`src/rtl/sram_frame_arbiter.sv`:
```
// sram_frame_arbiter
//   Shares one single-port SRAM between the VGA framebuffer fetch port and the
//   CPU data port. VGA has priority so scan-out never underruns. A fairness
//   counter gives the CPU one slot after VGA_BURST back-to-back VGA grants that
//   were made while the CPU was waiting. Only one access is ever in flight.
//
//   Access sequence: IDLE (arbitrate/latch) -> ISSUE (sram_en pulse) ->
//   WAIT (SRAM_LAT-1 cycles, extended by sram_busy) -> DONE (ack) -> IDLE.
//
// Ports
//   clk, rst                      clock, synchronous active-high reset
//   vga_req/vga_addr              VGA read request (held until vga_ack)
//   vga_rdata/vga_ack             fetched word, 1-cycle completion pulse
//   cpu_req/we/addr/wdata/sel     CPU request (held until cpu_ack)
//   cpu_rdata/cpu_ack             read data (0 on writes), 1-cycle completion pulse
//   sram_en/we/addr/wdata/sel     SRAM command; address/data held for the access
//   sram_rdata/sram_busy          SRAM read data, SRAM not-ready stall
//   owner                         0 none, 1 VGA, 2 CPU
module sram_frame_arbiter #(
  parameter int unsigned SRAM_LAT  = 2,
  parameter int unsigned VGA_BURST = 4
) (
  input  logic        clk,
  input  logic        rst,
  input  logic        vga_req,
  input  logic [31:0] vga_addr,
  output logic [31:0] vga_rdata,
  output logic        vga_ack,
  input  logic        cpu_req,
  input  logic        cpu_we,
  input  logic [31:0] cpu_addr,
  input  logic [31:0] cpu_wdata,
  input  logic [3:0]  cpu_sel,
  output logic [31:0] cpu_rdata,
  output logic        cpu_ack,
  output logic        sram_en,
  output logic        sram_we,
  output logic [31:0] sram_addr,
  output logic [31:0] sram_wdata,
  output logic [3:0]  sram_sel,
  input  logic [31:0] sram_rdata,
  input  logic        sram_busy,
  output logic [1:0]  owner
);

  // At least one WAIT cycle is always spent, even for SRAM_LAT below 2.
  localparam int unsigned WAIT_CYC = (SRAM_LAT > 1) ? SRAM_LAT - 1 : 1;
  localparam int unsigned LW       = $clog2(WAIT_CYC + 1);
  localparam int unsigned FW       = $clog2(VGA_BURST + 1);
  localparam logic [LW-1:0] LAT_LOAD = LW'(WAIT_CYC - 1);
  localparam logic [FW-1:0] FAIR_MAX = FW'(VGA_BURST);

  typedef enum logic [1:0] {S_IDLE, S_ISSUE, S_WAIT, S_DONE} state_t;
  typedef enum logic [1:0] {OWN_NONE = 2'd0, OWN_VGA = 2'd1, OWN_CPU = 2'd2} owner_t;

  state_t        state, state_n;
  owner_t        owner_q;
  logic [FW-1:0] fair_cnt;
  logic [LW-1:0] lat_cnt;
  logic [31:0]   addr_q, wdata_q, rdata_q;
  logic [3:0]    sel_q;
  logic          we_q;

  logic grant_vga, grant_cpu, capture;

  always_ff @(posedge clk) begin
    if (rst) state <= S_IDLE;
    else     state <= state_n;
  end

  always_comb begin
    state_n   = state;
    grant_vga = 1'b0;
    grant_cpu = 1'b0;
    capture   = 1'b0;
    sram_en   = 1'b0;
    sram_we   = 1'b0;
    vga_ack   = 1'b0;
    cpu_ack   = 1'b0;
    vga_rdata = '0;
    cpu_rdata = '0;
    unique case (state)
      S_IDLE: begin
        if (vga_req && !(cpu_req && fair_cnt == FAIR_MAX)) begin
          grant_vga = 1'b1;
          state_n   = S_ISSUE;
        end else if (cpu_req) begin
          grant_cpu = 1'b1;
          state_n   = S_ISSUE;
        end
      end
      S_ISSUE: begin
        sram_en = 1'b1;
        sram_we = we_q;
        state_n = S_WAIT;
      end
      S_WAIT: begin
        if (lat_cnt == '0 && !sram_busy) begin
          capture = 1'b1;
          state_n = S_DONE;
        end
      end
      S_DONE: begin
        if (owner_q == OWN_VGA) begin
          vga_ack   = 1'b1;
          vga_rdata = rdata_q;
        end else if (owner_q == OWN_CPU) begin
          cpu_ack   = 1'b1;
          cpu_rdata = we_q ? '0 : rdata_q;
        end
        state_n = S_IDLE;
      end
      default: state_n = S_IDLE;
    endcase
  end

  always_ff @(posedge clk) begin
    if (rst) begin
      owner_q  <= OWN_NONE;
      fair_cnt <= '0;
      lat_cnt  <= '0;
      addr_q   <= '0;
      wdata_q  <= '0;
      rdata_q  <= '0;
      sel_q    <= '0;
      we_q     <= 1'b0;
    end else begin
      if (grant_vga) begin
        addr_q   <= vga_addr;
        wdata_q  <= '0;
        sel_q    <= '1;
        we_q     <= 1'b0;
        owner_q  <= OWN_VGA;
        // Only VGA grants made while the CPU waits count towards its slot.
        if (!cpu_req)                fair_cnt <= '0;
        else if (fair_cnt != FAIR_MAX) fair_cnt <= fair_cnt + 1'b1;
      end else if (grant_cpu) begin
        addr_q   <= cpu_addr;
        wdata_q  <= cpu_wdata;
        sel_q    <= cpu_sel;
        we_q     <= cpu_we;
        owner_q  <= OWN_CPU;
        fair_cnt <= '0;
      end

      if (state == S_ISSUE)                    lat_cnt <= LAT_LOAD;
      else if (state == S_WAIT && lat_cnt != '0) lat_cnt <= lat_cnt - 1'b1;

      if (capture)          rdata_q <= sram_rdata;
      if (state == S_DONE)  owner_q <= OWN_NONE;
    end
  end

  assign sram_addr  = addr_q;
  assign sram_wdata = wdata_q;
  assign sram_sel   = sel_q;
  assign owner      = owner_q;

endmodule
```
`config.mk`:
```
export PLATFORM = sky130hd
export DESIGN_NAME = sram_frame_arbiter
export DESIGN_NICKNAME = d
export VERILOG_FILES = /design/src/rtl/sram_frame_arbiter.sv
export SDC_FILE = /design/constraint.sdc
export NUM_CORES = 1
export LEC_CHECK = 0
export ABC_AREA = 1
export BUFFER_PORTS_ARGS = -buffer_cell sky130_fd_sc_hd__buf_2
export CAP_MARGIN = 0
export CORE_UTILIZATION = 44
export DETAILED_ROUTE_END_ITERATION = 16
export PLACE_DENSITY = 0.78
export SYNTH_ARGS = -nofsm -noshare
export SYNTH_HDL_FRONTEND = slang
export SYNTH_SLANG_ARGS = --single-unit
```
`constraint.sdc`:
```
create_clock -name clk -period 1.62 [get_ports clk]
set_input_delay 0.162 -clock clk [delete_from_list [all_inputs] [get_ports clk]]
set_output_delay 0.162 -clock clk [all_outputs]
set_load 0.005 [all_outputs]
```
==> results.toml <==
[status]
outcome = "complete, but fails checks"
violations = "negative setup slack"

[clock_network]
cts.path.max_buffers = 2
cts_buffers = 9
tritoncts = "yes"
clkLatencyLatePin_ps = 360
cts-htree-levels = 3
cts_num_sinks = 109
clock-root-buffer = "clkbuf_8"
cts_hold_buffers = 0
cts.clk_slew.worst_paths_ps = 110

[pwr]
p_total_mw = 8.118
vdd_drop_max_uv = 759.2
power_density_nw_per_um2 = 1183
cellLeakagePower_nw = 3.442

[timing]
fin_skew_ps = 10.49
rsz0062_at_grt = "yes"
slew_violations = 0
hold_viol_final = 0
min_period_ps = 1763
fmax_mhz = 567.2
setup_viol_count_final = 65
setup_ws_ps = -143.0
worst_pin_slew_ps = 280.8
slew_headroom_pct = 81.08
fin_crit_sh_pct = 108.8
tns_ps = -5285

[synthesis]
synth_cell_types = 25
syn_inst = 686
synth_area_per_cell_sq_um = 7.011
syn-cell-area_sq_um = 4810
synth_seq_cells = 109
yosysWarnings = 0
syn_nets = 830
seq_area_frac_synth_pct = 45.37

[drt]
drt-wirelength-per-cell_um = 13.32
vias = 5378
drtAntennaViolNets = 0
via_per_inst = 4.911
drc_errors = 0
drt_iter0_drc = 434
drt-total-wl_um = 14590
dr.pass1.iters = 4

[worst_setup_path]
r2r_start = "state[1]$_SDFFE_PP0P_"
crit_path_start_kind = "flip-flop"
reg2reg_depth = 9
cp.depth = 7
crit_required_ps = 1460
crit_buf_inv = 3
cp_top_family = "flip-flops"
rrSetupSlack_ps = 70
cp.arrival_ps = 1600
crit_slowest_cell = "dfxtp_2"
critPathKind = "flip-flop to primary output"
crit_path_end_kind = "primary output"
cp_slowest_stage_delay_ps = 370
crit_path_max_fanout = 8
path_cells = "ha_4 -> inv_4 -> nor3_4 -> nand2_4 -> clkbuf_16 -> nor2_2 -> buf_2"
rr_endpoint = "sram_sel[2]$_SDFFE_PP0P_"

[worst_hold_path]
holdPathStages = 3
hold_path.class = "input pin to flip-flop"
hold-path-endpoint = "sram_addr[29]$_SDFFE_PP0P_"
hold_start = "vga_addr[29]"

[global_route]
grt_pass1_wl_um = 21560
grt_max_degree = 70
grt_pass1_vias = 4469
antenna_found_initial = 0
grtUsageTotal_pct = 23.47
gr-total-overflow = 0

[final_layout]
area_growth_pct = 42.64
multi_input_comb_area_sq_um = 2226
nets = 1098
regArea_sq_um = 2187
fin_util_pct = 65.57
fillers = 1006
design_area_sq_um = 6860
drive_above_1_share_pct = 37.33
diodes = 0

[die]
die-area_sq_um = 11350
start_util_pct = 45.97
io_pins = 276
coreArea_sq_um = 10460
die_w_um = 106.6
fp-row-count = 37
fp.dieH_um = 106.6

[job]
drv_cap = 0

[placement]
place.gp.congestion = 0.8221
hpwl_um = 10320
io_buffers = 275
dpl-instance-area_sq_um = 6414
## through the flow
step | setup WS, ps | std cells | hold slack (ps)
global placement | 77.84 | 1073 | 411.3
global route | -258.5 | 1095 | 10.59
detailed placement | 23.93 | 1073 | 410.4
floorplan | 131.1 | 686 | 301.8
finish | -143.0 | 1095 | 26.44
CTS | -139.0 | 1090 | 14.51
## power by group
group / internal, mW / switching [mW] / leakage (nW)
clock network: 0.632 / 0.968 / 0.0929
registers: 3.16 / 0.214 / 0.891
logic: 1.31 / 1.83 / 2.46
total: 5.10 / 3.02 / 3.44
## repair_timing
action / CTS / global route
endpoints found under the hold margin: 0 / 0
resized for setup: 7 / 43
gates cloned: 0 / 3
buffers inserted: 1 / 2
pin swaps: 1 / 2
endpoints found under the setup margin: 64 / 131
## worst register-to-register path, cell delays in order (launching register included)
cell and delay [ps]:
dfxtp_2 350, buf_4 140, inv_1 100, ha_4 160
buf_8 150, nand3_4 170, buf_4 210, nand2_1 50
inv_1 30, a21oi_1 110
## cell usage in the layout, fill, tap and decap left out, types with 12 or more instances in the layout
master	synthesis	routed
nor2_2	0	12
a21oi_1	83	83
nand4_1	23	23
nand2_1	128	125
o21ai_0	42	42
inv_1	76	74
nor2_1	69	55
buf_2	21	275
dfxtp_1	109	107
nand3_1	83	82
buf_4	4	16
## layout make-up
| class | count | area share [%] |
|---|---|---|
| Multi-Input combinational cell | 448 | 32.45 |
| Clock buffer | 10 | 2.006 |
| Timing Repair Buffer | 307 | 25.84 |
| Sequential cell | 109 | 31.88 |
| Inverter | 78 | 4.432 |
| Tap cell | 136 | 2.480 |
| Clock inverter | 6 | 0.8025 |
| Timing Repair inverter | 1 | 0.1094 |
## flip-flops by register name (all words and copies together), names as in the netlist
signal	count
state	2
fair_cnt	3
sram_sel	4
lat_cnt	1
owner	2
we_q	1
sram_addr	32
rdata_q	32
sram_wdata	32
## cell usage after synthesis
cell / instances / share of area (%)
nor2_1: 69 / 5.4
buf_2: 21 / 2.2
nand2_2: 2 / 0.26
clkbuf_1: 25 / 2.0
nand4_1: 23 / 3.0
ha_1: 6 / 1.6
a31oi_1: 1 / 0.13
o21a_1: 1 / 0.16
buf_4: 4 / 0.62
buf_1: 1 / 0.078
nor3_1: 2 / 0.21
nand3_2: 1 / 0.21
clkinv_1: 1 / 0.078
nand3_1: 83 / 8.6
inv_1: 76 / 5.9
dfxtp_1: 109 / 45
o21ai_1: 3 / 0.31
xnor2_1: 1 / 0.18
inv_2: 1 / 0.078
o21ai_0: 42 / 4.4
nand3_4: 1 / 0.36
o21ai_2: 1 / 0.18
a21oi_1: 83 / 8.6
nand2_1: 128 / 10
or2_2: 1 / 0.13
## logic make-up after synthesis
group                      synth area share (%)
and+or+nand+nor                           28.17
DFF                                       45.37
adders and majority gates                 1.561
xor gates and xnor gates                 0.1821
buffers and inverters                     10.93
AOI/OAI and AO/OA                         13.79
## worst max-delay path by stage
stage                          startpoint                         end  slack [ps]
floorplan           state[0]$_SDFFE_PP0P_  sram_wdata[0]$_SDFFE_PP0P_         130
finish              state[1]$_SDFFE_PP0P_                cpu_rdata[5]        -140
global placement    state[1]$_SDFFE_PP0P_               cpu_rdata[14]          80
detailed placement  state[0]$_SDFFE_PP0P_  sram_addr[24]$_SDFFE_PP0P_          20
global route        state[1]$_SDFFE_PP0P_               cpu_rdata[12]        -260
CTS                 state[0]$_SDFFE_PP0P_                cpu_rdata[2]        -140
## metal layers
metal	GRT usage, %	wire [um]	part of all wire (%)	up-vias
met5	0	0	0	-
met4	5.577	108	0.74	0
met3	4.169	818	5.6	8
met2	39.84	7309	50	192
met1	30.90	6350	44	2429
li1	-	-	-	2749
Note: power is estimated with default switching activity, not from simulation.
